==> src/rtl/mult_bist_pkg.sv <==
// Shared types and pattern tables for the multiplier pattern BIST.
// Window periods, b-operand byte patterns and the controller state encoding.
package mult_bist_pkg;

   typedef enum logic [1:0] {
      ST_IDLE,
      ST_RUN,
      ST_DONE
   } bist_state_e;

   localparam int PER_LO [16] = '{1, 1, 1, 1, 1, 1, 2, 2, 2, 2, 2, 4, 4, 4, 4, 4};
   localparam int PER_HI [16] = '{4, 4, 4, 4, 8, 8, 8, 8, 12, 12, 12, 12, 16, 16, 16, 16};

   // Every period used by either window; each gets one shared mod-p counter.
   localparam int NUM_PER = 6;
   localparam int DIST_PER [NUM_PER] = '{1, 2, 4, 8, 12, 16};

   localparam logic [7:0] B_PAT [4] = '{8'hAA, 8'h55, 8'hFF, 8'h0F};

   function automatic int per_index(input int p);
      for (int i = 0; i < NUM_PER; i++) begin
         if (DIST_PER[i] == p) return i;
      end
      return 0;
   endfunction

endpackage

==> src/rtl/sig_misr.sv <==
// Response compactor: XOR-folds a wide input to MISR_W bits and clocks it
// into a multiple-input signature register.
module sig_misr #(
   parameter int                MISR_W = 32,
   parameter logic [MISR_W-1:0] POLY   = 32'h04C11DB7,
   parameter logic [MISR_W-1:0] SEED   = 32'hFFFFFFFF,
   parameter int                DIN_W  = 128
) (
   input  logic              clk,
   input  logic              rst_n,
   input  logic              clr,
   input  logic              en,
   input  logic [DIN_W-1:0]  din,
   output logic [MISR_W-1:0] sig
);

   logic [MISR_W-1:0] fold;

   always_comb begin
      fold = '0;
      for (int m = 0; m < DIN_W / MISR_W; m++) begin
         fold = fold ^ din[m*MISR_W +: MISR_W];
      end
   end

   always_ff @(posedge clk or negedge rst_n) begin
      if (!rst_n) begin
         sig <= SEED;
      end else if (clr) begin
         sig <= SEED;
      end else if (en) begin
         sig <= {sig[MISR_W-2:0], 1'b0} ^ (sig[MISR_W-1] ? POLY : '0) ^ fold;
      end
   end

endmodule

==> src/rtl/mult_pattern_bist.sv <==
// Three-phase multi-frequency stimulus generator for multiplier netlists,
// sampling the product into a MISR signature once per vector.
module mult_pattern_bist
   import mult_bist_pkg::*;
#(
   parameter int                A_W       = 64,
   parameter int                B_W       = 64,
   parameter int                F_W       = 128,
   parameter int                WIN_W     = 16,
   parameter int                HI_BASE   = A_W - WIN_W,
   parameter int                STEPS     = 256,
   parameter int                PHASE_LEN = 48,
   parameter int                SEG_LEN   = 64,
   parameter int                SETTLE    = 1,
   parameter int                MISR_W    = 32,
   parameter logic [MISR_W-1:0] MISR_POLY = 32'h04C11DB7,
   parameter logic [MISR_W-1:0] MISR_SEED = 32'hFFFFFFFF
) (
   input  logic                       clk,
   input  logic                       rst_n,
   input  logic                       start,
   input  logic                       abort,
   output logic                       busy,
   output logic                       done,
   output logic [A_W-1:0]             a_vec,
   output logic [B_W-1:0]             b_vec,
   input  logic [F_W-1:0]             f_vec,
   output logic [$clog2(STEPS+1)-1:0] step,
   output logic [27:0]                obs,
   output logic [MISR_W-1:0]          signature
);

   localparam int SW = $clog2(STEPS + 1);
   localparam int HW = (SETTLE > 0) ? $clog2(SETTLE + 1) : 1;
   localparam int GW = (SEG_LEN > 1) ? $clog2(SEG_LEN) : 1;
   localparam int CW = 5;

   bist_state_e state, state_nxt;
   logic load, adv, sample, finish, clear;
   logic last_hold, last_step;

   logic [HW-1:0] hold_cnt;
   logic [GW-1:0] seg_cnt, seg_cnt_adv;
   logic [1:0]    seg_idx, seg_idx_adv;
   logic [CW-1:0] per_cnt [NUM_PER];
   logic [CW-1:0] per_cnt_adv [NUM_PER];
   logic          per_q [NUM_PER];
   logic          per_q_adv [NUM_PER];
   logic [SW-1:0] step_adv;
   logic [A_W-1:0] a_adv;
   logic [B_W-1:0] b_adv;

   function automatic logic win_bit(input logic [SW-1:0] s, input logic q, input int k);
      if (int'(s) < PHASE_LEN) return 1'b0;
      if (int'(s) < 2 * PHASE_LEN) return 1'b1;
      return q ^ k[0];
   endfunction

   assign last_hold = (hold_cnt == HW'(SETTLE));
   assign last_step = (step == SW'(STEPS - 1));
   assign busy      = (state == ST_RUN);
   assign done      = (state == ST_DONE);

   always_ff @(posedge clk or negedge rst_n) begin
      if (!rst_n) state <= ST_IDLE;
      else        state <= state_nxt;
   end

   always_comb begin
      state_nxt = state;
      load      = 1'b0;
      adv       = 1'b0;
      sample    = 1'b0;
      finish    = 1'b0;
      clear     = abort;
      if (abort) begin
         state_nxt = ST_IDLE;
      end else begin
         case (state)
            ST_IDLE, ST_DONE: begin
               if (start) begin
                  state_nxt = ST_RUN;
                  load      = 1'b1;
               end
            end
            ST_RUN: begin
               if (last_hold) begin
                  sample = 1'b1;
                  if (last_step) begin
                     finish    = 1'b1;
                     state_nxt = ST_DONE;
                  end else begin
                     adv = 1'b1;
                  end
               end
            end
            default: state_nxt = ST_IDLE;
         endcase
      end
   end

   // Counters track step mod p and parity of step/p, so window bits need no divider.
   always_comb begin
      step_adv = step + 1'b1;
      for (int i = 0; i < NUM_PER; i++) begin
         if (per_cnt[i] == CW'(DIST_PER[i] - 1)) begin
            per_cnt_adv[i] = '0;
            per_q_adv[i]   = ~per_q[i];
         end else begin
            per_cnt_adv[i] = per_cnt[i] + 1'b1;
            per_q_adv[i]   = per_q[i];
         end
      end
      if (seg_cnt == GW'(SEG_LEN - 1)) begin
         seg_cnt_adv = '0;
         seg_idx_adv = seg_idx + 1'b1;
      end else begin
         seg_cnt_adv = seg_cnt + 1'b1;
         seg_idx_adv = seg_idx;
      end
      a_adv = '0;
      for (int k = 0; k < WIN_W; k++) begin
         a_adv[k]           = win_bit(step_adv, per_q_adv[per_index(PER_LO[k])], k);
         a_adv[HI_BASE + k] = win_bit(step_adv, per_q_adv[per_index(PER_HI[k])], k);
      end
      b_adv      = '0;
      b_adv[7:0] = B_PAT[seg_idx_adv];
   end

   // Vector 0 always falls in the all-zero phase, so a start loads a_vec with zero.
   always_ff @(posedge clk or negedge rst_n) begin
      if (!rst_n) begin
         a_vec    <= '0;
         b_vec    <= '0;
         step     <= '0;
         hold_cnt <= '0;
         seg_cnt  <= '0;
         seg_idx  <= '0;
         for (int i = 0; i < NUM_PER; i++) begin
            per_cnt[i] <= '0;
            per_q[i]   <= 1'b0;
         end
      end else if (clear || load) begin
         a_vec    <= '0;
         b_vec    <= clear ? '0 : B_W'(B_PAT[0]);
         step     <= '0;
         hold_cnt <= '0;
         seg_cnt  <= '0;
         seg_idx  <= '0;
         for (int i = 0; i < NUM_PER; i++) begin
            per_cnt[i] <= '0;
            per_q[i]   <= 1'b0;
         end
      end else if (adv) begin
         a_vec    <= a_adv;
         b_vec    <= b_adv;
         step     <= step_adv;
         hold_cnt <= '0;
         seg_cnt  <= seg_cnt_adv;
         seg_idx  <= seg_idx_adv;
         for (int i = 0; i < NUM_PER; i++) begin
            per_cnt[i] <= per_cnt_adv[i];
            per_q[i]   <= per_q_adv[i];
         end
      end else if (finish) begin
         a_vec    <= '0;
         b_vec    <= '0;
         hold_cnt <= '0;
      end else if (state == ST_RUN) begin
         hold_cnt <= hold_cnt + 1'b1;
      end
   end

   always_ff @(posedge clk or negedge rst_n) begin
      if (!rst_n) obs <= '0;
      else if (sample) obs <= {f_vec[F_W-1 -: 16], f_vec[67:64], f_vec[35:32], f_vec[3:0]};
   end

   sig_misr #(
      .MISR_W (MISR_W),
      .POLY   (MISR_POLY),
      .SEED   (MISR_SEED),
      .DIN_W  (F_W)
   ) u_misr (
      .clk   (clk),
      .rst_n (rst_n),
      .clr   (clear || load),
      .en    (sample),
      .din   (f_vec),
      .sig   (signature)
   );

endmodule

==> config.mk <==
export PLATFORM = sky130hd
export DESIGN_NAME = mult_pattern_bist
export DESIGN_NICKNAME = d
export VERILOG_FILES = /design/src/rtl/mult_bist_pkg.sv /design/src/rtl/sig_misr.sv /design/src/rtl/mult_pattern_bist.sv
export SDC_FILE = /design/constraint.sdc
export NUM_CORES = 1
export LEC_CHECK = 0
export ABC_AREA = 1
export CORE_ASPECT_RATIO = 1.75
export CORE_MARGIN = 3
export CORE_UTILIZATION = 48
export DETAILED_ROUTE_END_ITERATION = 8
export GPL_TIMING_DRIVEN = 0
export PLACE_DENSITY_LB_ADDON = 0.2
export SETUP_SLACK_MARGIN = 0.1
export SYNTH_ARGS = -nofsm -noshare
export SYNTH_HDL_FRONTEND = slang
export SYNTH_SLANG_ARGS = --single-unit
==> constraint.sdc <==
create_clock -name clk -period 3.8 [get_ports clk]
set_input_delay 0.76 -clock clk [delete_from_list [all_inputs] [get_ports clk]]
set_output_delay 0.76 -clock clk [all_outputs]
set_load 0.05 [all_outputs]
Yosys cells after proc, flatten, opt, wreduce, memory -nomap -nowiden
Index checks and enable logic that the tools add are counted.

Register bits after elaboration: 244. Latch bits: 0. RAM bits: 0. ROM bits: 0. Input port bits: 132. Output and inout port bits: 199. Word-level logic and storage cells: 161. Memories: 0.

$add $sub $neg: 10. Multipliers: 0. Divide/modulo/power cells: 0. $lt $le $gt $ge: 3. Equality and inequality tests: 12. Shift operators: 0. Mux-type cells: 88. Bitwise gates (word level): 18. Reductions and logical operators: 9.

Operators with widths (number): 64-bit two-way mux (5); 32-bit bitwise XOR (5); 32-bit two-way mux (2); 30-bit two-way mux (2); 1-bit two-way mux (53); 5-bit by 1-bit adder with 5-bit output, second input constant (6); 5-bit two-way mux (6); 6-bit two-way mux (5); 27-bit two-way mux (1); 8-bit two-way mux (3); 9-bit two-way mux (2); 8-bit binary-select mux with 2-bit select (1); 2-bit two-way mux (7); 1-bit inverter (12); 5-bit by 4-bit equality test with 1-bit output, second input constant (2); 9-bit by 1-bit adder with 9-bit output, second input constant (1); 9-bit by 8-bit equality test with 1-bit output, second input constant (1); 9-bit by 6-bit less-than comparator with 1-bit output, second input constant (1); 9-bit by 7-bit less-than comparator with 1-bit output, second input constant (1); 6-bit by 1-bit adder with 6-bit output, second input constant (1); 6-bit equality test, second input constant (1); 3-bit by 2-bit != test with 1-bit output, second input constant (2); 5-bit by 1-bit equality test with 1-bit output, second input constant (1); 5-bit by 2-bit equality test with 1-bit output, second input constant (1); 17 further kinds (18).

Longest topological paths before layout
Word-level depth: 8. Depth in mapped cells: 12. Depth with buffers taken out: 11.

Modules after synthesis
From an unflattened synthesis, not the netlist that was laid out.

Cell total of the unflattened synthesis: 1420. Area total of the unflattened synthesis: 9354.0 um^2.

Modules (own cells, without submodules): mult_pattern_bist (instances 1, cells each 654, area an instance 5446.5 um^2, sequential area each 2502.4 um^2); sig_misr (instances 1, cells each 766, area an instance 3907.5 um^2, sequential area each 840.8 um^2).

Least setup slack after synthesis
Ideal clock, no wire load.

Path type: flip-flop to flip-flop. Start: reg step[1]. End: reg step[1]. Setup time: 0.121 ns. Data arrival time: 2.181 ns. Slack: 1.498 ns. Cell stages (with the launch flop): 11. Path buffers: 2. Clock period less this slack: 2.302 ns. Cells stage by stage: dfrtp_1 > ha_1 > nand2_1 > nor4_1 > ha_1 > inv_1 > nand3_1 > nor2_2 > buf_4 > buf_6 > a22o_1.

Word-level cells in the longest chain between the ends: 6. Elaborated cells between the ends (all ways): 9.

Ends and longest elaborated chain: start: declaration (RTL line mult_pattern_bist.sv:28) `output logic [$clog2(STEPS+1)-1:0] step,`; start signal: assignment (RTL line mult_pattern_bist.sv:157) `step <= step_adv;`; parallel branches: the longest is 6 deep, another holds 9-bit by 1-bit adder with 9-bit output.

Parallel ways; which one is timed is not known. The select of a mux whose other input is x is not followed. A chain may end at the register's enable or synchronous reset.

Worst setup path in the final report
Start: reg state[1]. End: out busy.

Word-level cells in the longest chain between the ends: 1.

Ends and longest elaborated chain: start: declaration (RTL line mult_pattern_bist.sv:38) `bist_state_e state, state_nxt;`; start signal: assignment (RTL line mult_pattern_bist.sv:66) `else state <= state_nxt;`; 2-bit by 1-bit equality test with 1-bit output (RTL line mult_pattern_bist.sv:61) `assign busy = (state == ST_RUN);`; end: declaration (RTL line mult_pattern_bist.sv:23) `output logic busy,`.

Every way passes these cells.

==> run metrics <==
most common library cells after synthesis nand2_1 (301), buf_4 (115), inv_1 (113), nor2_1 (106), dfrtp_1 (100); CTS Sinks 132; synthesis-to-layout area growth 44.3%; Hold Violations, Final 0; aggregate routed wire length 25200 um; # IOs 331; max-cap violations 0; CTS tree done; final worst slack 1.11 ns; DRC violations left 0; vias per inst 4.66; IO buf count 242; gpl congestion 0.852; GR peak layer met2; M1 GR Usage 0.278; GRT Util Overall 0.262; clk root buf clkbuf_16; Chip Width roughly 110 um; clock-pin slew on the worst setup and hold paths 0.06 ns; largest cells by area after synthesis dfrtp_1 (30%), nand2_1 (14%), buf_4 (10%); Seq cells post-synth 132; Pleak 5.96 nW; top_reg_cell synth dfrtp_1; r2r worst-path depth 10; layout cells sized above 1 0.144; grt met3 use 0.0660; most frequent cell after synthesis nand2_1; placed cell area 11400 um^2; Hold Path Class in2async; Syn Std Cell Area approximately 8300 um^2; Slew Viols, Final 0; Peak VDD IR 335 uV; Avg Inst Size Synth 7.63 um^2; post-layout min period roughly 2.7 ns; drt wl/cell ~15 um; critical path class reg2out; Final Core Density 0.707; vias between 7000 and 8000; Synth area leader dfrtp_1; met2 Usage GRT 0.506; # resized after CTS 0; initial antenna violation count 0; fin nets 1587; antenna cells 0; crit end category primary output; GRT Residual Overflow 0; Synthesis Warnings 0; Worst-Skew Late Latency 0.42 ns; vias in the first global route 7503; pre-CTS WS 1.06 ns; Setup Viol. Count Final 0; CP Data Required Time 3.04 ns; Die Y 180 um; dpl hpwl 19600 um; Fmax 0.371 GHz; H-tree lvl count 4; Num CTS Buffers 17; core area 17000 um^2; total power ~5.4 mW; fin area 12000 um^2; CP Launch Type flop; Sum Neg Setup Slack 0 ns; hold buffers post-CTS 0; fin cells 1682; Fin Clk Skew 0.0106 ns; Worst-Margin Slew 0.649 ns; EDFF count, synth 0; postcts setup bufs 0; dpl cells 1650; max_slew headroom 0.566; Initial Util 0.490; Cell variety after synth 34; Power Density between 400 and 500 nW/um^2; Max Buffers Root-to-Sink 2; sequential cell area fraction in the yosys report 0.401; share of the synthesized area in the top cell type 0.300; asr flop ratio synth 1.00; # rows 63; outcome complete, no violations; DRT iter0 DRCs 269; Initial DRT Pass Iterations 6; Worst EP arrival 1.93 ns; Routed Antenna Nets 0; RSZ-0062 raised after global routing no; Die ar. 19100 um^2; gate count of the mapped netlist 1093; pin count of the biggest net entering global routing between 100 and 150; first-pass GRT wire length 39700 um; Hold Worst Slack 0.220 ns; period utilisation layout 0.709; worst-path fanout max 7
-- layout make-up --
| cell class | instances | area [um^2] |
|---|---|---|
| Multi-Input combinational cell | 791 | 3900 |
| Buffer | 140 | 986 |
| Fill cell | 1391 | 4990 |
| Sequential cell | 132 | 3340 |
| Timing Repair Buffer | 243 | 2450 |
| Tap cell | 227 | 284 |
| Clock inverter | 9 | 151 |
| Clock buffer | 23 | 478 |
| Inverter | 117 | 439 |
-- cell families after synthesis --
kind of cell | count (synthesis) | synth area share
compound gates | 92 | 0.0624
xor+xnor | 97 | 0.102
fa+ha+maj | 13 | 0.0195
buf+inv | 257 | 0.171
flops | 132 | 0.401
other cells | 1 | 0.000450
simple gates | 501 | 0.244
-- state kept, by name, indices dropped and copies added, names as in the netlist --
signal and cells:
seg_idx 2, state 2, hold_cnt 1, a_vec 12
obs 28, b_vec 4, step 9, per_q 6
u_misr.sig 32, seg_cnt 6, per_cnt 30
-- path summary, 6_finish.rpt --
check / start / endpoint / slack (ns)
min in group clk: obs[18] / obs[18] / 0.47
max: state[1] / busy / 1.11
min: rst_n / obs[20] / 0.22
max in group asynchronous: rst_n / u_misr.sig[1] / 2.76
min reg2reg: obs[18] / obs[18] / 0.47
max reg2reg: step[1] / per_cnt[9] / 1.41
-- cell usage in the layout, fill, tap and decap left out, types with 2 or more instances in the layout --
cell type,count
a211oi_1,2
a21oi_1,36
a22o_1,2
a31oi_1,3
buf_1,2
buf_2,17
buf_4,115
buf_6,2
bufinv_16,4
clkbuf_1,8
clkbuf_16,17
clkbuf_8,3
clkdlybuf4s50_1,241
clkinv_2,3
conb_1,88
dfrtp_1,100
dfstp_2,32
ha_1,13
inv_1,113
inv_2,4
nand2_1,301
nand3_1,65
nand4_1,3
nor2_1,106
nor2_4,2
nor3_1,13
o211ai_1,3
o21ai_0,27
o22ai_1,16
o31ai_1,2
or2_0,3
or2_2,4
xnor2_1,40
xor2_1,57
-- routing by layer --
metal	routed length, um	up-vias
met2	14000	257
met4	424	0
met5	0	-
met3	1620	28
li1	-	3899
met1	9120	3647
-- critical path: stages, from the launching register on --
cell	delay, ns
dfrtp_1	0.40
nor2_4	0.24
clkdlybuf4s50_1	0.87
-- where the power goes --
part	internal [mW]	switching [mW]	leakage [nW]	total, mW
clock network	1.15	0.623	0.307	1.77
logic	0.665	1.25	3.97	1.92
registers	1.59	0.112	1.68	1.71
total	3.41	1.99	5.96	5.40
Power figures use the tool's default switching activity.
